--- src/rtl/reg_bank_arbiter_pkg.sv ---
// Shared op-code, FunSel and state encodings for the register-bank arbiter.
// Also holds the op-to-FunSel mapping.
package reg_bank_arbiter_pkg;

    localparam logic [3:0] OP_DEC     = 4'd0;
    localparam logic [3:0] OP_INC     = 4'd1;
    localparam logic [3:0] OP_LOAD    = 4'd2;
    localparam logic [3:0] OP_CLEAR   = 4'd3;
    localparam logic [3:0] OP_LO_ZX   = 4'd4;
    localparam logic [3:0] OP_LO_KEEP = 4'd5;
    localparam logic [3:0] OP_HI      = 4'd6;
    localparam logic [3:0] OP_LO_SX   = 4'd7;
    localparam logic [3:0] OP_SPLIT   = 4'd8;

    localparam logic [2:0] FS_DEC     = 3'b000;
    localparam logic [2:0] FS_INC     = 3'b001;
    localparam logic [2:0] FS_LOAD    = 3'b010;
    localparam logic [2:0] FS_CLR     = 3'b011;
    localparam logic [2:0] FS_LO_ZX   = 3'b100;
    localparam logic [2:0] FS_LO_KEEP = 3'b101;
    localparam logic [2:0] FS_HI      = 3'b110;
    localparam logic [2:0] FS_LO_SX   = 3'b111;

    typedef enum logic {
        ST_IDLE     = 1'b0,
        ST_SPLIT_HI = 1'b1
    } state_t;

    function automatic logic [2:0] op_to_fs(input logic [3:0] op);
        case (op)
            OP_DEC:     return FS_DEC;
            OP_INC:     return FS_INC;
            OP_LOAD:    return FS_LOAD;
            OP_CLEAR:   return FS_CLR;
            OP_LO_ZX:   return FS_LO_ZX;
            OP_LO_KEEP: return FS_LO_KEEP;
            OP_HI:      return FS_HI;
            OP_LO_SX:   return FS_LO_SX;
            default:    return FS_DEC;
        endcase
    endfunction

endpackage

--- src/rtl/reg_bank_arbiter_if.sv ---
// Requester handshake plus shared bank drive (FunSel/I/E) for reg_bank_arbiter.
// master = requester/bank side, slave = arbiter side.
interface reg_bank_arbiter_if
    import reg_bank_arbiter_pkg::*;
#(
    parameter int NREG  = 4,
    parameter int SEL_W = 2
);
    logic [1:0]       req_valid;
    logic [1:0]       req_ready;
    logic [3:0]       req0_op;
    logic [3:0]       req1_op;
    logic [SEL_W-1:0] req0_sel;
    logic [SEL_W-1:0] req1_sel;
    logic [15:0]      req0_data;
    logic [15:0]      req1_data;
    logic [2:0]       FunSel;
    logic [15:0]      I;
    logic [NREG-1:0]  E;
    logic             done;
    logic             done_id;
    logic             busy;

    modport master (
        output req_valid, req0_op, req1_op, req0_sel, req1_sel, req0_data, req1_data,
        input  req_ready, FunSel, I, E, done, done_id, busy
    );

    modport slave (
        input  req_valid, req0_op, req1_op, req0_sel, req1_sel, req0_data, req1_data,
        output req_ready, FunSel, I, E, done, done_id, busy
    );

endinterface

--- src/rtl/reg_bank_arbiter_rr_arbiter2.sv ---
// Two-requester round-robin grant; the pointer moves to the non-granted
// requester after every grant, so a lone winner also hands priority over.
module rr_arbiter2
    import reg_bank_arbiter_pkg::*;
(
    input  logic       Clock,
    input  logic       Reset,
    input  logic       en,
    input  logic [1:0] valid,
    output logic [1:0] grant
);

    logic ptr_q;

    always_comb begin
        grant = 2'b00;
        if (en) begin
            if (valid == 2'b11) grant = ptr_q ? 2'b10 : 2'b01;
            else                grant = valid;
        end
    end

    always_ff @(posedge Clock) begin
        if (Reset)        ptr_q <= 1'b0;
        else if (|grant)  ptr_q <= grant[0];
    end

endmodule

--- src/rtl/reg_bank_arbiter.sv ---
// Round-robin arbiter driving a shared register bank (FunSel/I/one-hot E),
// including the two-beat SPLIT load. Optional macro: REG_BANK_ARBITER_ERR_EN.
module reg_bank_arbiter
    import reg_bank_arbiter_pkg::*;
#(
    parameter int NREG  = 4,
    parameter int SEL_W = 2
) (
    input  logic             Clock,
    input  logic             Reset,
    reg_bank_arbiter_if.slave bus
`ifdef REG_BANK_ARBITER_ERR_EN
    ,
    output logic             err_illegal
`endif
);

    state_t           state_q, state_n;
    logic             arb_en;
    logic [1:0]       grant;
    logic             acc;
    logic             win;
    logic [3:0]       op_w;
    logic [SEL_W-1:0] sel_w;
    logic [15:0]      data_w;
    logic [NREG-1:0]  e_dec;

    logic [2:0]       fs_p1, fs_n;
    logic [15:0]      i_p1, i_n;
    logic [NREG-1:0]  e_p1, e_n;
    logic             done_p1, done_n;
    logic             id_p1, id_n;
    logic [7:0]       hi_p1;

    assign arb_en = (state_q == ST_IDLE);

    rr_arbiter2 u_arb (
        .Clock (Clock),
        .Reset (Reset),
        .en    (arb_en),
        .valid (bus.req_valid),
        .grant (grant)
    );

    assign bus.req_ready = grant;
    assign acc    = |grant;
    assign win    = grant[1];
    assign op_w   = win ? bus.req1_op   : bus.req0_op;
    assign sel_w  = win ? bus.req1_sel  : bus.req0_sel;
    assign data_w = win ? bus.req1_data : bus.req0_data;

    // Out-of-range indices match no bit, leaving E all-zero.
    always_comb begin
        e_dec = '0;
        for (int k = 0; k < NREG; k++) begin
            if (int'(sel_w) == k) e_dec[k] = 1'b1;
        end
    end

    always_comb begin
        state_n = state_q;
        fs_n    = fs_p1;
        i_n     = i_p1;
        e_n     = '0;
        done_n  = 1'b0;
        id_n    = id_p1;
        case (state_q)
            ST_IDLE: begin
                if (acc) begin
                    id_n = win;
                    if (op_w == OP_SPLIT) begin
                        fs_n    = FS_LO_KEEP;
                        i_n     = {8'h00, data_w[7:0]};
                        e_n     = e_dec;
                        state_n = ST_SPLIT_HI;
                    end else if (op_w <= OP_LO_SX) begin
                        fs_n   = op_to_fs(op_w);
                        i_n    = data_w;
                        e_n    = e_dec;
                        done_n = 1'b1;
                    end else begin
                        done_n = 1'b1;
                    end
                end
            end
            ST_SPLIT_HI: begin
                // Second beat reuses the enable latched with beat 1.
                fs_n    = FS_HI;
                i_n     = {8'h00, hi_p1};
                e_n     = e_p1;
                done_n  = 1'b1;
                state_n = ST_IDLE;
            end
            default: state_n = ST_IDLE;
        endcase
    end

    // ---- stage p1: bank drive registers ----
    always_ff @(posedge Clock) begin
        if (Reset) begin
            state_q <= ST_IDLE;
            fs_p1   <= FS_DEC;
            i_p1    <= '0;
            e_p1    <= '0;
            done_p1 <= 1'b0;
            id_p1   <= 1'b0;
        end else begin
            state_q <= state_n;
            fs_p1   <= fs_n;
            i_p1    <= i_n;
            e_p1    <= e_n;
            done_p1 <= done_n;
            id_p1   <= id_n;
        end
    end

    always_ff @(posedge Clock) begin
        if (arb_en && acc) hi_p1 <= data_w[15:8];
    end

    assign bus.FunSel  = fs_p1;
    assign bus.I       = i_p1;
    assign bus.E       = e_p1;
    assign bus.done    = done_p1;
    assign bus.done_id = id_p1;
    assign bus.busy    = (state_q == ST_SPLIT_HI);

`ifdef REG_BANK_ARBITER_ERR_EN
    logic err_q;

    always_ff @(posedge Clock) begin
        if (Reset)                                err_q <= 1'b0;
        else if (arb_en && acc && op_w > OP_SPLIT) err_q <= 1'b1;
    end

    assign err_illegal = err_q;
`endif

endmodule

--- src/flat_wrapper.sv ---
// flat-port wrapper written by rule: the top's interface ports become plain ports
module reg_bank_arbiter_flat import reg_bank_arbiter_pkg::*;
#(
    parameter int NREG  = 4,
    parameter int SEL_W = 2
)
  (Clock, Reset, bus_req_valid, bus_req0_op, bus_req1_op, bus_req0_sel, bus_req1_sel, bus_req0_data, bus_req1_data, bus_req_ready, bus_FunSel, bus_I, bus_E, bus_done, bus_done_id, bus_busy);
  reg_bank_arbiter_if #(.NREG(NREG), .SEL_W(SEL_W)) bus_i ();
  input  logic Clock;
  input  logic Reset;
  input wire logic [$bits(bus_i.req_valid)-1:0] bus_req_valid;
  input wire logic [$bits(bus_i.req0_op)-1:0] bus_req0_op;
  input wire logic [$bits(bus_i.req1_op)-1:0] bus_req1_op;
  input wire logic [$bits(bus_i.req0_sel)-1:0] bus_req0_sel;
  input wire logic [$bits(bus_i.req1_sel)-1:0] bus_req1_sel;
  input wire logic [$bits(bus_i.req0_data)-1:0] bus_req0_data;
  input wire logic [$bits(bus_i.req1_data)-1:0] bus_req1_data;
  output wire logic [$bits(bus_i.req_ready)-1:0] bus_req_ready;
  output wire logic [$bits(bus_i.FunSel)-1:0] bus_FunSel;
  output wire logic [$bits(bus_i.I)-1:0] bus_I;
  output wire logic [$bits(bus_i.E)-1:0] bus_E;
  output wire logic [$bits(bus_i.done)-1:0] bus_done;
  output wire logic [$bits(bus_i.done_id)-1:0] bus_done_id;
  output wire logic [$bits(bus_i.busy)-1:0] bus_busy;
  assign bus_i.req_valid = bus_req_valid;
  assign bus_i.req0_op = bus_req0_op;
  assign bus_i.req1_op = bus_req1_op;
  assign bus_i.req0_sel = bus_req0_sel;
  assign bus_i.req1_sel = bus_req1_sel;
  assign bus_i.req0_data = bus_req0_data;
  assign bus_i.req1_data = bus_req1_data;
  assign bus_req_ready = bus_i.req_ready;
  assign bus_FunSel = bus_i.FunSel;
  assign bus_I = bus_i.I;
  assign bus_E = bus_i.E;
  assign bus_done = bus_i.done;
  assign bus_done_id = bus_i.done_id;
  assign bus_busy = bus_i.busy;
  reg_bank_arbiter #(.NREG(NREG), .SEL_W(SEL_W)) u_core (.Clock(Clock), .Reset(Reset), .bus(bus_i));
endmodule
--- config.mk ---
export PLATFORM = sky130hd
export DESIGN_NAME = reg_bank_arbiter_flat
export DESIGN_NICKNAME = d
export VERILOG_FILES = /design/src/rtl/reg_bank_arbiter_pkg.sv /design/src/rtl/reg_bank_arbiter_if.sv /design/src/rtl/reg_bank_arbiter_rr_arbiter2.sv /design/src/rtl/reg_bank_arbiter.sv /design/src/flat_wrapper.sv
export SDC_FILE = /design/constraint.sdc
export NUM_CORES = 1
export LEC_CHECK = 0
export ABC_AREA = 0
export ABC_CLOCK_PERIOD_IN_PS = 2100
export CAP_MARGIN = 10
export CORE_ASPECT_RATIO = 1.2
export CORE_MARGIN = 3
export CORE_UTILIZATION = 44
export DETAILED_ROUTE_END_ITERATION = 8
export PLACE_DENSITY = 0.82
export SLEW_MARGIN = 0
export SYNTH_ARGS = -nofsm -noshare
export SYNTH_HDL_FRONTEND = slang
export SYNTH_SLANG_ARGS = --single-unit
export TNS_END_PERCENT = 50
--- constraint.sdc ---
create_clock -name Clock -period 2.1 [get_ports Clock]
set_input_delay 0.42 -clock Clock [delete_from_list [all_inputs] [get_ports Clock]]
set_output_delay 0.42 -clock Clock [all_outputs]
set_load 0.01 [all_outputs]
==> results of run 1 <==
worst min-delay path by stage:
stage	to	slack [ps]	depth (start not counted)
6_report	u_core.bus.I[12]	480	2
5_1_grt	u_core.bus.I[11]	500	2
3_5_place_dp	u_core.bus.I[12]	460	2
4_1_cts	u_core.bus.I[12]	480	2
2_1_floorplan	u_core.u_arb.ptr_q	460	2
3_3_place_gp	u_core.bus.I[15]	460	2
tightest hold or removal path: stages, from the launching register on:
cell                      delay [ps]
sky130_fd_sc_hd__dfxtp_1         320
sky130_fd_sc_hd__nand3_1          60
sky130_fd_sc_hd__a21oi_1          60
layer usage:
| layer | wire [um] | GRT usage (%) | vias to the layer above |
|---|---|---|---|
| met5 | 0 | 0 | - |
| met1 | 2360 | 28.7 | 962 |
| met3 | 354 | 6.34 | 12 |
| met4 | 148 | 9.53 | 0 |
| met2 | 2870 | 35.2 | 90 |
| li1 | - | - | 986 |
per-stage QoR:
stage	power, mW	setup WS, ps	hold WS [ps]
after CTS	1.78	130	479
after detailed placement	1.31	-229	464
after global routing	1.86	1.46	504
after floorplan	1.04	197	455
after global placement	1.30	-189	462
final	1.78	125	475
cell usage after synthesis, types with 3 or more instances:
master / count
sky130_fd_sc_hd__a221oi_1: 5
sky130_fd_sc_hd__nor4_1: 4
sky130_fd_sc_hd__o21ai_0: 7
sky130_fd_sc_hd__or2_2: 9
sky130_fd_sc_hd__a21boi_0: 8
sky130_fd_sc_hd__o221ai_1: 8
sky130_fd_sc_hd__inv_1: 5
sky130_fd_sc_hd__buf_6: 3
sky130_fd_sc_hd__and3_1: 8
sky130_fd_sc_hd__nand2b_1: 3
sky130_fd_sc_hd__a21oi_1: 10
sky130_fd_sc_hd__edfxtp_1: 8
sky130_fd_sc_hd__nor4_2: 5
sky130_fd_sc_hd__nand3_1: 16
sky130_fd_sc_hd__a311o_1: 5
sky130_fd_sc_hd__mux2i_1: 3
sky130_fd_sc_hd__buf_2: 7
sky130_fd_sc_hd__nand2_1: 17
sky130_fd_sc_hd__a211oi_1: 3
sky130_fd_sc_hd__dfxtp_1: 27
sky130_fd_sc_hd__nor3_1: 3
sky130_fd_sc_hd__clkbuf_1: 7
flip-flops by register name, indices dropped and copies added (netlist names):
register / cells
u_core.bus.done: 1
u_core.bus.I: 16
u_core.u_arb.ptr_q: 1
u_core.bus.E: 4
u_core.bus.busy: 1
u_core.bus.FunSel: 3
u_core.bus.done_id: 1
u_core.hi_p1: 8
kinds of logic after synthesis:
| logic type | count (synthesis) | share of synthesized area [%] |
|---|---|---|
| buffers and inverters | 25 | 6.67 |
| muxes | 3 | 1.51 |
| DFF | 35 | 39.3 |
| and+or+nand+nor | 79 | 23.8 |
| AOI/OAI and AO/OA | 66 | 28.8 |
report_power, final:
part	internal, mW	switching (mW)
sequential	0.750	0.0285
clock	0.231	0.256
combinational	0.283	0.232
total	1.26	0.517
final cells by class:
cell class | instances | share of cell area (%)
multi-input combinational | 148 | 35.6
timing repair buffer | 105 | 32.6
sequential | 35 | 25.8
tap | 56 | 2.32
clock buffer | 5 | 2.28
inverter | 6 | 0.745
clock inverter | 3 | 0.663
==> Flow_metrics.wiki, run 1 <==
{| class="wikitable"
! Metric !! Value
|-
| Total Die Area || 5360 sq um
|-
| Startpoint of the worst register-to-register path || u_core.bus.busy
|-
| Synthesis-stage register bit count || 35
|-
| Clock tree from TritonCTS || done
|-
| Number of top-level pins || 76
|-
| Yosys synthesis warning count || 0
|-
| Die extent in y || 79.6 um
|-
| Standard cell area after detailed placement || 2940 sq um
|-
| Detailed-route vias per instance || 5.73
|-
| Number of buffers added for setup after CTS || 0
|-
| Overall routed net length || 5730 um
|-
| Share of synthesized flip-flops with an asynchronous set or reset || 0%
|-
| Biggest cell delay along the critical path || 520 ps
|-
| Quantity of hold-fixing buffers added after cts || 0
|-
| Power density over the cells || 589 nW/um^2
|-
| Most area-consuming cells after synthesis || sky130_fd_sc_hd__dfxtp_1 27%, sky130_fd_sc_hd__edfxtp_1 12%, sky130_fd_sc_hd__nand3_1 4.0%, sky130_fd_sc_hd__o221ai_1 3.5%, sky130_fd_sc_hd__nand2_1 3.2%
|-
| Seq/Total Area, Yosys || 39.3%
|-
| Post-detailed-route DRC marker count || 0
|-
| Synthesized netlist net count || 256
|-
| Layout cell share with drive strength beyond 1 || 23.2%
|-
| Worst setup path category || primary input to output pin
|-
| Count of flip-flops with a built-in enable after synthesis || 8
|-
| Critical path buffers and inverters || 3
|-
| Fraction of synthesized cell area taken by the top area cell type || 27.2%
|-
| Average routed wire per standard cell || 16.0 um
|-
| Area growth syn-to-layout || 52.0%
|-
| First-pass GRT wire length || 9150 um
|-
| Starting DRC count in detailed routing || 137
|-
| Crit path max fanout || 4
|-
| Die outline width || 67.4 um
|-
| Post-cts gate resize count || 3
|-
| Cell count after synthesis || 208
|-
| Final std cell area, no fill || 3020 sq um
|-
| Source of the critical timing path || bus_req_valid[0]
|-
| Leak || 1.15 nW
|-
| Cell type group with the largest total delay on the critical path || buffers and inverters
|-
| Number of different library cells in the post-synthesis netlist || 52
|-
| Worst hold path type || flip-flop to flip-flop
|-
| Unrepaired setup endpoints after global routing || false
|-
| Clock Root Buffer || sky130_fd_sc_hd__clkbuf_8
|-
| Beginning of the worst hold path || u_core.bus.I[12]
|-
| Outcome || finished, final reports clean
|-
| Cell breakdown of the critical path || clkdlybuf4s50_1 -> nand2b_1 -> nand2_2 -> nand2_1 -> inv_1 -> dlygate4sd2_1
|-
| Final core utilization || 70.4%
|-
| Number of cells on the critical path || 6
|-
| Number of filler cells placed in the layout || 352
|-
| Source-to-sink clock delay at the later pin of the worst-skew pair || 290 ps
|-
| Finish-stage setup viols || 0
|-
| Number of levels the H-tree was split into || 2
|-
| Number of placement rows || 26
|-
| Residual antenna-violating net count after detailed routing || 0
|-
| Required time worst endpoint || 1680 ps
|-
| Fin crit period || 1980 ps
|-
| Via count of the routed design || 2,050
|-
| Number of antenna violations at the first check in global routing || 0
|-
| Share of the clock period used by the worst path || 94.1%
|-
| Most common library cell in the layout ignoring fill and taps || sky130_fd_sc_hd__clkdlybuf4s50_1
|-
| Worst Setup End Kind || output pin
|-
| Core region area || 4290 sq um
|-
| Effective utilization at floorplan || 46.3%
|-
| Vias in the first global route || 1,935
|-
| Critical path startpoint category || primary input
|-
| Sequential cell area || 781 sq um
|-
| TritonCTS sink count || 35
|-
| Reported max-cap violation count || 0
|-
| Diodes inserted || 0
|-
| Final GP Congestion || 0.857
|-
| Critical path data arrival time || 1560 ps
|-
| Register clock-pin slew on the reported worst setup and hold paths || 70 ps
|-
| Worst setup skew after layout || 6.11 ps
|-
| Top flip-flop cell by instance count after synthesis || sky130_fd_sc_hd__dfxtp_1
|-
| VDD IR-drop max || 0.393 mV
|-
| Post-synthesis instance area || 1990 sq um
|-
| Area used by multi-input combinational logic || 1070 sq um
|-
| Accumulated negative setup slack || 0 ps
|-
| Worst Reg2Reg Path Length in Cells || 5
|-
| GRT Util Overall || 22.5%
|-
| Number of standard cells in the layout, taps in and fillers out || 358
|-
| Maximum clock rate || 0.506 GHz
|-
| Maximum number of pins on one net before global-route repair || 28
|-
| Buffers from clock root to sink, at most || 2
|-
| Inserted Clock Buffers || 5
|-
| Top library cells by usage in the layout, fill and taps aside || 72 x sky130_fd_sc_hd__clkdlybuf4s50_1, 29 x sky130_fd_sc_hd__buf_4, 27 x sky130_fd_sc_hd__dfxtp_1
|-
| Dpl hpwl || 4300 um
|-
| Instance count after placement with tap cells included || 350
|-
| Total overflow reported by the global router || 0
|-
| Count of endpoints failing hold in the final timing report || 0
|-
| Layout net count || 349
|-
| Biggest area consumer among synthesized cells || sky130_fd_sc_hd__dfxtp_1
|-
| Worst reg2reg setup slack || 350 ps
|-
| End point of the critical path || bus_req_ready[0]
|-
| Relative slew slack || 77.1%
|-
| Worst Tran Pin Value || 341 ps
|-
| Slowest library cell on the worst path || sky130_fd_sc_hd__clkdlybuf4s50_1
|-
| Mean instance size in the synthesized netlist || 9.56 sq um
|-
| Number of slew-limit violations in the final report || 0
|-
| RR Endpoint || u_core.hi_p1[3]
|-
| Buffers added on ports || 75
|-
| First-pass iteration count of the detailed router || 5
|}
Note: power is estimated with default switching activity, not from simulation.
==> inputs of run 2 (changes only) <==
--- a/constraint.sdc
+++ b/constraint.sdc
@@ -3,2 +3,2 @@
 set_output_delay 0.42 -clock Clock [all_outputs]
-set_load 0.01 [all_outputs]
+set_load 0.1 [all_outputs]
==> run 2 against run 1 <==
  * Via count down 0.88%
  * Cell area shrank 1.7%
  * Clock power down 6.8%
  * Sequential share of layout area is 0.57 points higher
  * Clock-buffer cell count increased by 1
  * Fmax is 2.4% lower
  * Global-route usage is 0.93 points lower
  * Hold slack got worse by 13 ps
  * Largest cell class unchanged
  * Combinational power grew 55%
  * Critical path depth did not move
  * Core utilization down 1.2 points
==> Flow_metrics.wiki, run 2 (synthesized netlist as in run 1, its figures left out) <==
{| class="wikitable"
! Metric !! Value
|-
| Number of antenna violations at the first check in global routing || 0 (unchanged)
|-
| Worst-case setup margin in the final layout || 75.2 ps (-49.4 ps)
|-
| Standard cell area after detailed placement || 2890 sq um (-1.6%)
|-
| Number of levels the H-tree was split into || 2 (unchanged)
|-
| Overall routed net length || 5670 um (-1.2%)
|-
| Total overflow reported by the global router || 0 (unchanged)
|-
| Power density over the cells || 685 nW/um^2 (+16%)
|-
| Count of endpoints failing hold in the final timing report || 0 (unchanged)
|-
| Buffers from clock root to sink, at most || 2 (unchanged)
|-
| Part of the power in registers || 38.4% (-5.3 points)
|-
| Worst hold path type || flip-flop to flip-flop
|-
| GRT Util Overall || 21.6% (-0.93 points)
|-
| First-pass GRT wire length || 8860 um (-3.2%)
|-
| Largest register FFs || 16 (unchanged)
|-
| Maximum number of pins on one net before global-route repair || 29 (+3.6%)
|-
| Area used by multi-input combinational logic || 1080 sq um (+0.23%)
|-
| Layout cell share with drive strength beyond 1 || 31.8% (+8.6 points)
|-
| Inserted Clock Buffers || 5 (unchanged)
|-
| Most common library cell in the layout ignoring fill and taps || sky130_fd_sc_hd__buf_4
|-
| Number of slew-limit violations in the final report || 0 (unchanged)
|-
| Sequential cell area || 785 sq um (+0.48%)
|-
| Source-to-sink clock delay at the later pin of the worst-skew pair || 280 ps (about the same)
|-
| Top library cells by usage in the layout, fill and taps aside || 51 x sky130_fd_sc_hd__buf_4, 46 x sky130_fd_sc_hd__clkdlybuf4s50_1, 26 x sky130_fd_sc_hd__dfxtp_1
|-
| Detailed-route vias per instance || 5.72 (about the same)
|-
| Internal cell power || 1.25 mW (-0.90%)
|-
| Post-place setup slack || -76.3 ps (+153 ps)
|-
| Effective utilization at floorplan || 46.3% (unchanged)
|-
| Register clock-pin slew on the reported worst setup and hold paths || 70 ps (about the same)
|-
| Crit path max fanout || 5 (+1)
|-
| Leak || 1.18 nW (+3.1%)
|-
| Core region area || 4290 sq um (unchanged)
|-
| Number of buffers added for setup after CTS || 0 (unchanged)
|-
| Total Die Area || 5360 sq um (unchanged)
|-
| Relative slew slack || 72.7% (-4.4 points)
|-
| Number of top-level pins || 76 (unchanged)
|-
| Maximum clock rate || 0.494 GHz (-2.4%)
|-
| Average routed wire per standard cell || 16.0 um (-0.33%)
|-
| Outcome || finished, final reports clean
|-
| Vias in the first global route || 1,921 (-0.72%)
|-
| Critical path data arrival time || 1600 ps (+40 ps)
|-
| Met1 routing resource usage after global routing || 26.0% (-2.7 points)
|-
| Clock group share of total power || 22.3% (-5.0 points)
|-
| Via count of the routed design || 2,032 (-0.88%)
|-
| Starting DRC count in detailed routing || 120 (-12%)
|-
| Worst Setup End Kind || output pin
|-
| Share of the clock period used by the worst path || 96.4% (+2.4 points)
|-
| Final GP Congestion || 0.874 (+1.9%)
|-
| Diodes inserted || 0 (unchanged)
|-
| Required time worst endpoint || 1680 ps (about the same)
|-
| Reported max-cap violation count || 0 (unchanged)
|-
| Die extent in y || 79.6 um (unchanged)
|-
| Residual antenna-violating net count after detailed routing || 0 (unchanged)
|-
| Clock tree from TritonCTS || done
|-
| Switching Power || 0.781 mW (+51%)
|-
| Critical path startpoint category || primary input
|-
| Fraction of power consumed by combinational cells || 39.2% (+10 points)
|-
| Die outline width || 67.4 um (unchanged)
|-
| Number of filler cells placed in the layout || 364 (+3.4%)
|-
| Final core utilization || 69.2% (-1.2 points)
|-
| Post-detailed-route DRC marker count || 0 (unchanged)
|-
| Met2 usage || 37.7% (+2.5 points)
|-
| Buffers added on ports || 75 (unchanged)
|-
| First-pass iteration count of the detailed router || 4 (-1)
|-
| Instance count after placement with tap cells included || 347 (-0.86%)
|-
| Area growth syn-to-layout || 49.4%
|-
| Dpl hpwl || 4330 um (+0.80%)
|-
| Layout net count || 346 (-0.86%)
|-
| Worst setup skew after layout || 3.97 ps (-2.14 ps)
|-
| TritonCTS sink count || 35 (unchanged)
|-
| VDD IR-drop max || 0.535 mV (+36%)
|-
| Final std cell area, no fill || 2970 sq um (-1.7%)
|-
| Fin crit period || 2020 ps (+49.4 ps)
|-
| Met3 layer usage reported by global route || 3.94% (-2.4 points)
|-
| Finish-stage setup viols || 0 (unchanged)
|-
| Clock Root Buffer || sky130_fd_sc_hd__clkbuf_8
|-
| Worst setup path category || primary input to output pin
|-
| Worst Tran Pin Value || 410 ps (+69.1 ps)
|-
| Number of standard cells in the layout, taps in and fillers out || 355 (-0.84%)
|-
| Switching share of total power || 38.4% (+9.4 points)
|-
| Unrepaired setup endpoints after global routing || false
|-
| Busiest grt layer || met2
|-
| Final total power || 2.03 mW (+14%)
|-
| Number of placement rows || 26 (unchanged)
|}
-- run 2: cell types whose count changed in the layout (fill, tap and decap cells not counted), sizes merged --
| cell | delta |
|---|---|
| clkdlybuf4s50 | -26 |
| buf | +25 |
| dlygate4sd2 | -2 |
| clkbuf | +1 |
| clkinv | +1 |
| clkinvlp | -1 |
| inv | -1 |
-- run 2: power by group through the flow --
| stage | registers (mW) | logic (mW) | clock network, mW |
|---|---|---|---|
| after floorplan | 1.07 | 0.260 | 0 |
| after global placement | 0.795 | 0.788 | 0 |
| after detailed placement | 0.796 | 0.797 | 0 |
| after CTS | 0.782 | 0.800 | 0.460 |
| after global routing | 0.786 | 0.839 | 0.489 |
| final | 0.782 | 0.798 | 0.454 |
-- run 2: critical path: stages --
cell	delay [ps]
sky130_fd_sc_hd__clkdlybuf4s50_1	490
sky130_fd_sc_hd__o21bai_2	210
sky130_fd_sc_hd__inv_2	110
sky130_fd_sc_hd__nand2_2	120
sky130_fd_sc_hd__clkinvlp_4	100
sky130_fd_sc_hd__buf_12	170
-- run 2: through the flow --
| stage | hold slack, ps | setup TNS (ps) |
|---|---|---|
| after CTS | 464 | 0 |
| after global placement | 446 | -254 |
| after detailed placement | 455 | -552 |
| after global routing | 484 | 0 |
| final | 462 | 0 |
| after floorplan | 455 | 0 |
-- run 2: layout make-up --
class                      count  area share, %
inverter                       6          0.885
timing repair buffer         102           31.4
sequential                    35           26.4
tap                           56           2.36
clock inverter                 2          0.253
multi-input combinational    148           36.3
clock buffer                   6           2.44
-- run 2: final timing paths --
path                                          from                    to  slack, ps  depth (start not counted)
worst max-delay path              bus_req_valid[0]      bus_req_ready[0]         80                          6
worst max register to register     u_core.bus.busy  u_core.bus.FunSel[0]        320                          5
worst min register to register  u_core.bus.done_id    u_core.bus.done_id        460                          2
worst min-delay path            u_core.bus.done_id    u_core.bus.done_id        460                          2
-- run 2: per-layer routing --
layer / part of all wire [%] / up-vias
li1: - / 982
met5: 0 / -
met4: 2.3 / 0
met1: 41 / 957
met3: 6.0 / 14
met2: 51 / 79
-- run 2: timing repair --
action | CTS | global route
endpoints found under the setup margin | 1 | 1
hold buffers | 0 | 0
hold endpoints to repair | 0 | 0
gates resized for setup | 1 | 1
==> inputs of run 3 (changes only) <==
CORE_UTILIZATION = 40   (was 44)
PLACE_DENSITY = 0.81   (was 0.82)
SYNTH_HIERARCHICAL = 1   (was unset)
==> run 3 against run 2 <==
  * Fmax fell by 3.4%
  * Largest power group is now registers
  * First-iteration DRC count decreased by 63%
  * Non-clock buffer count fell by 5
  * Sequential share of layout area is 2.2 points higher
  * Worst setup slack worse by 72 ps
  * Hold slack worse by 8.9 ps
  * Routed wire length shrank 14%
  * Critical endpoint is now bus_req_ready[1]
==> Flow_metrics.wiki, run 3 <==
{| class="wikitable"
! Metric !! Value
|-
| Share of synthesized flip-flops with an asynchronous set or reset || 0% (unchanged)
|-
| Buffers added on ports || 75 (unchanged)
|-
| Standard cell area after detailed placement || 2590 sq um (-10%)
|-
| Die extent in y || 75.0 um (-5.8%)
|-
| Biggest cell delay along the critical path || 530 ps (+40 ps)
|-
| Diodes inserted || 0 (unchanged)
|-
| Sequential cell area || 785 sq um (unchanged)
|-
| Hold slack final || 453 ps (-8.94 ps)
|-
| Mean instance size in the synthesized netlist || 11.1 sq um (+16%)
|-
| Register clock-pin slew on the reported worst setup and hold paths || 70 ps (about the same)
|-
| Required time worst endpoint || 1680 ps (about the same)
|-
| Number of slew-limit violations in the final report || 0 (unchanged)
|-
| Relative slew slack || 81.3% (+8.6 points)
|-
| TritonCTS sink count || 35 (unchanged)
|-
| Layout net count || 289 (-16%)
|-
| Slowest library cell on the worst path || sky130_fd_sc_hd__clkdlybuf4s50_1
|-
| Unrepaired setup endpoints after global routing || true
|-
| Worst-case setup margin in the final layout || 3.65 ps (-71.5 ps)
|-
| Leading cell types by count after synthesis || 27 x sky130_fd_sc_hd__dfxtp_1, 12 x sky130_fd_sc_hd__nor2_1, 11 x sky130_fd_sc_hd__mux2i_1
|-
| Effective utilization at floorplan || 42.6% (-3.7 points)
|-
| Number of levels the H-tree was split into || 2 (unchanged)
|-
| VDD IR-drop max || 0.627 mV (+17%)
|-
| Overall routed net length || 4870 um (-14%)
|-
| First-pass iteration count of the detailed router || 4 (unchanged)
|-
| Final core utilization || 73.5% (+4.3 points)
|-
| Via count of the routed design || 1,587 (-22%)
|-
| Residual antenna-violating net count after detailed routing || 0 (unchanged)
|-
| Area growth syn-to-layout || 72.6%
|-
| Total overflow reported by the global router || 0 (unchanged)
|-
| Clock tree from TritonCTS || done
|-
| Yosys synthesis warning count || 6 (+6)
|-
| Detailed-route vias per instance || 5.40 (-5.7%)
|-
| Final GP Congestion || 0.959 (+9.7%)
|-
| Number of different library cells in the post-synthesis netlist || 31 (-40%)
|-
| Fraction of synthesized cell area taken by the top area cell type || 34.1% (+6.9 points)
|-
| Most area-consuming cells after synthesis || sky130_fd_sc_hd__dfxtp_1 34%, sky130_fd_sc_hd__edfxtp_1 15%, sky130_fd_sc_hd__mux2i_1 6.9%, sky130_fd_sc_hd__mux2_2 6.4%, sky130_fd_sc_hd__a32o_1 6.3%
|-
| Worst setup path category || primary input to output pin
|-
| Die outline width || 63.5 um (-5.8%)
|-
| Fin crit period || 2100 ps (+71.5 ps)
|-
| Worst hold path type || flip-flop to flip-flop
|-
| Crit path max fanout || 7 (+2)
|-
| Vias in the first global route || 1,589 (-17%)
|-
| Maximum number of pins on one net before global-route repair || 14 (-52%)
|-
| Source-to-sink clock delay at the later pin of the worst-skew pair || 290 ps (about the same)
|-
| Largest register FFs || 16 (unchanged)
|-
| Number of antenna violations at the first check in global routing || 0 (unchanged)
|-
| Total Die Area || 4760 sq um (-11%)
|-
| Final std cell area, no fill || 2740 sq um (-7.8%)
|-
| Outcome || finished, final reports clean
|-
| Number of filler cells placed in the layout || 304 (-16%)
|-
| Worst Setup End Kind || output pin
|-
| GRT Util Overall || 21.0% (-0.61 points)
|-
| Critical path data arrival time || 1680 ps (+80 ps)
|-
| Number of placement rows || 24 (-7.7%)
|-
| Final total power || 2.16 mW (+6.3%)
|-
| Area used by multi-input combinational logic || 853 sq um (-21%)
|-
| Count of endpoints failing hold in the final timing report || 0 (unchanged)
|-
| Dpl hpwl || 3890 um (-10%)
|-
| Clock Root Buffer || sky130_fd_sc_hd__clkbuf_8
|-
| Number of top-level pins || 76 (unchanged)
|-
| Post-place setup slack || -281 ps (-204 ps)
|-
| Count of flip-flops with a built-in enable after synthesis || 8 (unchanged)
|-
| Maximum clock rate || 0.477 GHz (-3.4%)
|-
| Power density over the cells || 789 nW/um^2 (+15%)
|-
| First-pass GRT wire length || 7660 um (-14%)
|-
| Top flip-flop cell by instance count after synthesis || sky130_fd_sc_hd__dfxtp_1
|-
| Cell breakdown of the critical path || clkdlybuf4s50_1 -> nand2_4 -> a21oi_4 -> buf_4 -> buf_12
|-
| Synthesized netlist net count || 191 (-25%)
|-
| Average routed wire per standard cell || 16.6 um (+3.9%)
|-
| Critical path startpoint category || primary input
|-
| Post-synthesis instance area || 1590 sq um (-20%)
|-
| Post-detailed-route DRC marker count || 0 (unchanged)
|-
| Biggest area consumer among synthesized cells || sky130_fd_sc_hd__dfxtp_1
|-
| Core region area || 3720 sq um (-13%)
|-
| Cell count after synthesis || 143 (-31%)
|-
| Share of the clock period used by the worst path || 99.8% (+3.4 points)
|-
| Layout cell share with drive strength beyond 1 || 36.4% (+4.6 points)
|-
| Most repeated cell in the gate-level netlist after synthesis || sky130_fd_sc_hd__dfxtp_1
|-
| Top library cells by usage in the layout, fill and taps aside || 46 x sky130_fd_sc_hd__clkdlybuf4s50_1, 46 x sky130_fd_sc_hd__buf_4, 26 x sky130_fd_sc_hd__dfxtp_1
|-
| Inserted Clock Buffers || 5 (unchanged)
|-
| Seq/Total Area, Yosys || 49.2% (+9.9 points)
|-
| Reported max-cap violation count || 0 (unchanged)
|-
| Quantity of hold-fixing buffers added after cts || 0 (unchanged)
|-
| Buffers from clock root to sink, at most || 2 (unchanged)
|-
| Leak || 1.10 nW (-6.7%)
|-
| Starting DRC count in detailed routing || 44 (-63%)
|-
| Finish-stage setup viols || 0 (unchanged)
|-
| Synthesis-stage register bit count || 35 (unchanged)
|-
| Worst Tran Pin Value || 273 ps (-137 ps)
|-
| Worst setup skew after layout || 5.95 ps (+1.98 ps)
|}
[run 3: critical path: cells and delay by family]
kind / cells / cell delay (ps)
AND/OR/NAND/NOR: 1 / 60
AO/OA/AOI/OAI: 1 / 240
buffers and inverters: 3 / 940
[run 3: cell type report]
cell class	instances	share of cell area, %
clock inverter	3	1.60
timing repair buffer	97	32.8
inverter	5	0.868
multi-input combinational	97	31.2
sequential	35	28.7
tap	52	2.38
clock buffer	5	2.51
[run 3: kinds of logic (layout without fill, tap and decap cells)]
| group | count (synthesis) | count (layout) | synth area share [%] |
|---|---|---|---|
| AOI/OAI and AO/OA | 45 | 45 | 24.4 |
| DFF | 35 | 35 | 49.2 |
| and+or+nand+nor | 32 | 32 | 9.62 |
| muxes | 20 | 20 | 13.3 |
| buffers and inverters | 11 | 110 | 3.47 |
[run 3: repair_timing]
action                     in CTS  in global routing
resized for setup               0                  4
setup endpoints to repair       1                  6
buffers inserted                1                  1
[run 3: metal layers]
metal	global-route usage, %	part of all wire (%)	vias to the layer above
li1	-	-	755
met1	22.3	37	759
met2	38.2	54	61
met3	6.87	6.3	12
met4	9.59	2.2	0
met5	0	0	-
[run 3: worst paths after layout]
path	from	to	slack, ps	depth (start not counted)
worst min-delay path	u_core/bus.FunSel[0]	u_core/bus.FunSel[0]	450	2
worst max-delay path	bus_req_valid[1]	bus_req_ready[1]	4	5
worst min register to register	u_core/bus.FunSel[0]	u_core/bus.FunSel[0]	450	2
worst max register to register	u_core/u_arb/ptr_q	u_core/bus.I[5]	250	6
[run 3: stage by stage]
stage                     cells  TNS [ps]
final                       294         0
after global routing        294     -41.1
after CTS                   293         0
after detailed placement    284     -6290
after global placement      284     -4520
after floorplan             143     -5350
[run 3: where the power goes]
group / switching [mW] / leakage (nW) / total (mW) / internal (mW)
Combinational: 0.501 / 0.743 / 0.780 / 0.279
Sequential: 0.0307 / 0.302 / 0.783 / 0.752
Clock: 0.246 / 0.0581 / 0.599 / 0.353
Total: 0.777 / 1.10 / 2.16 / 1.38
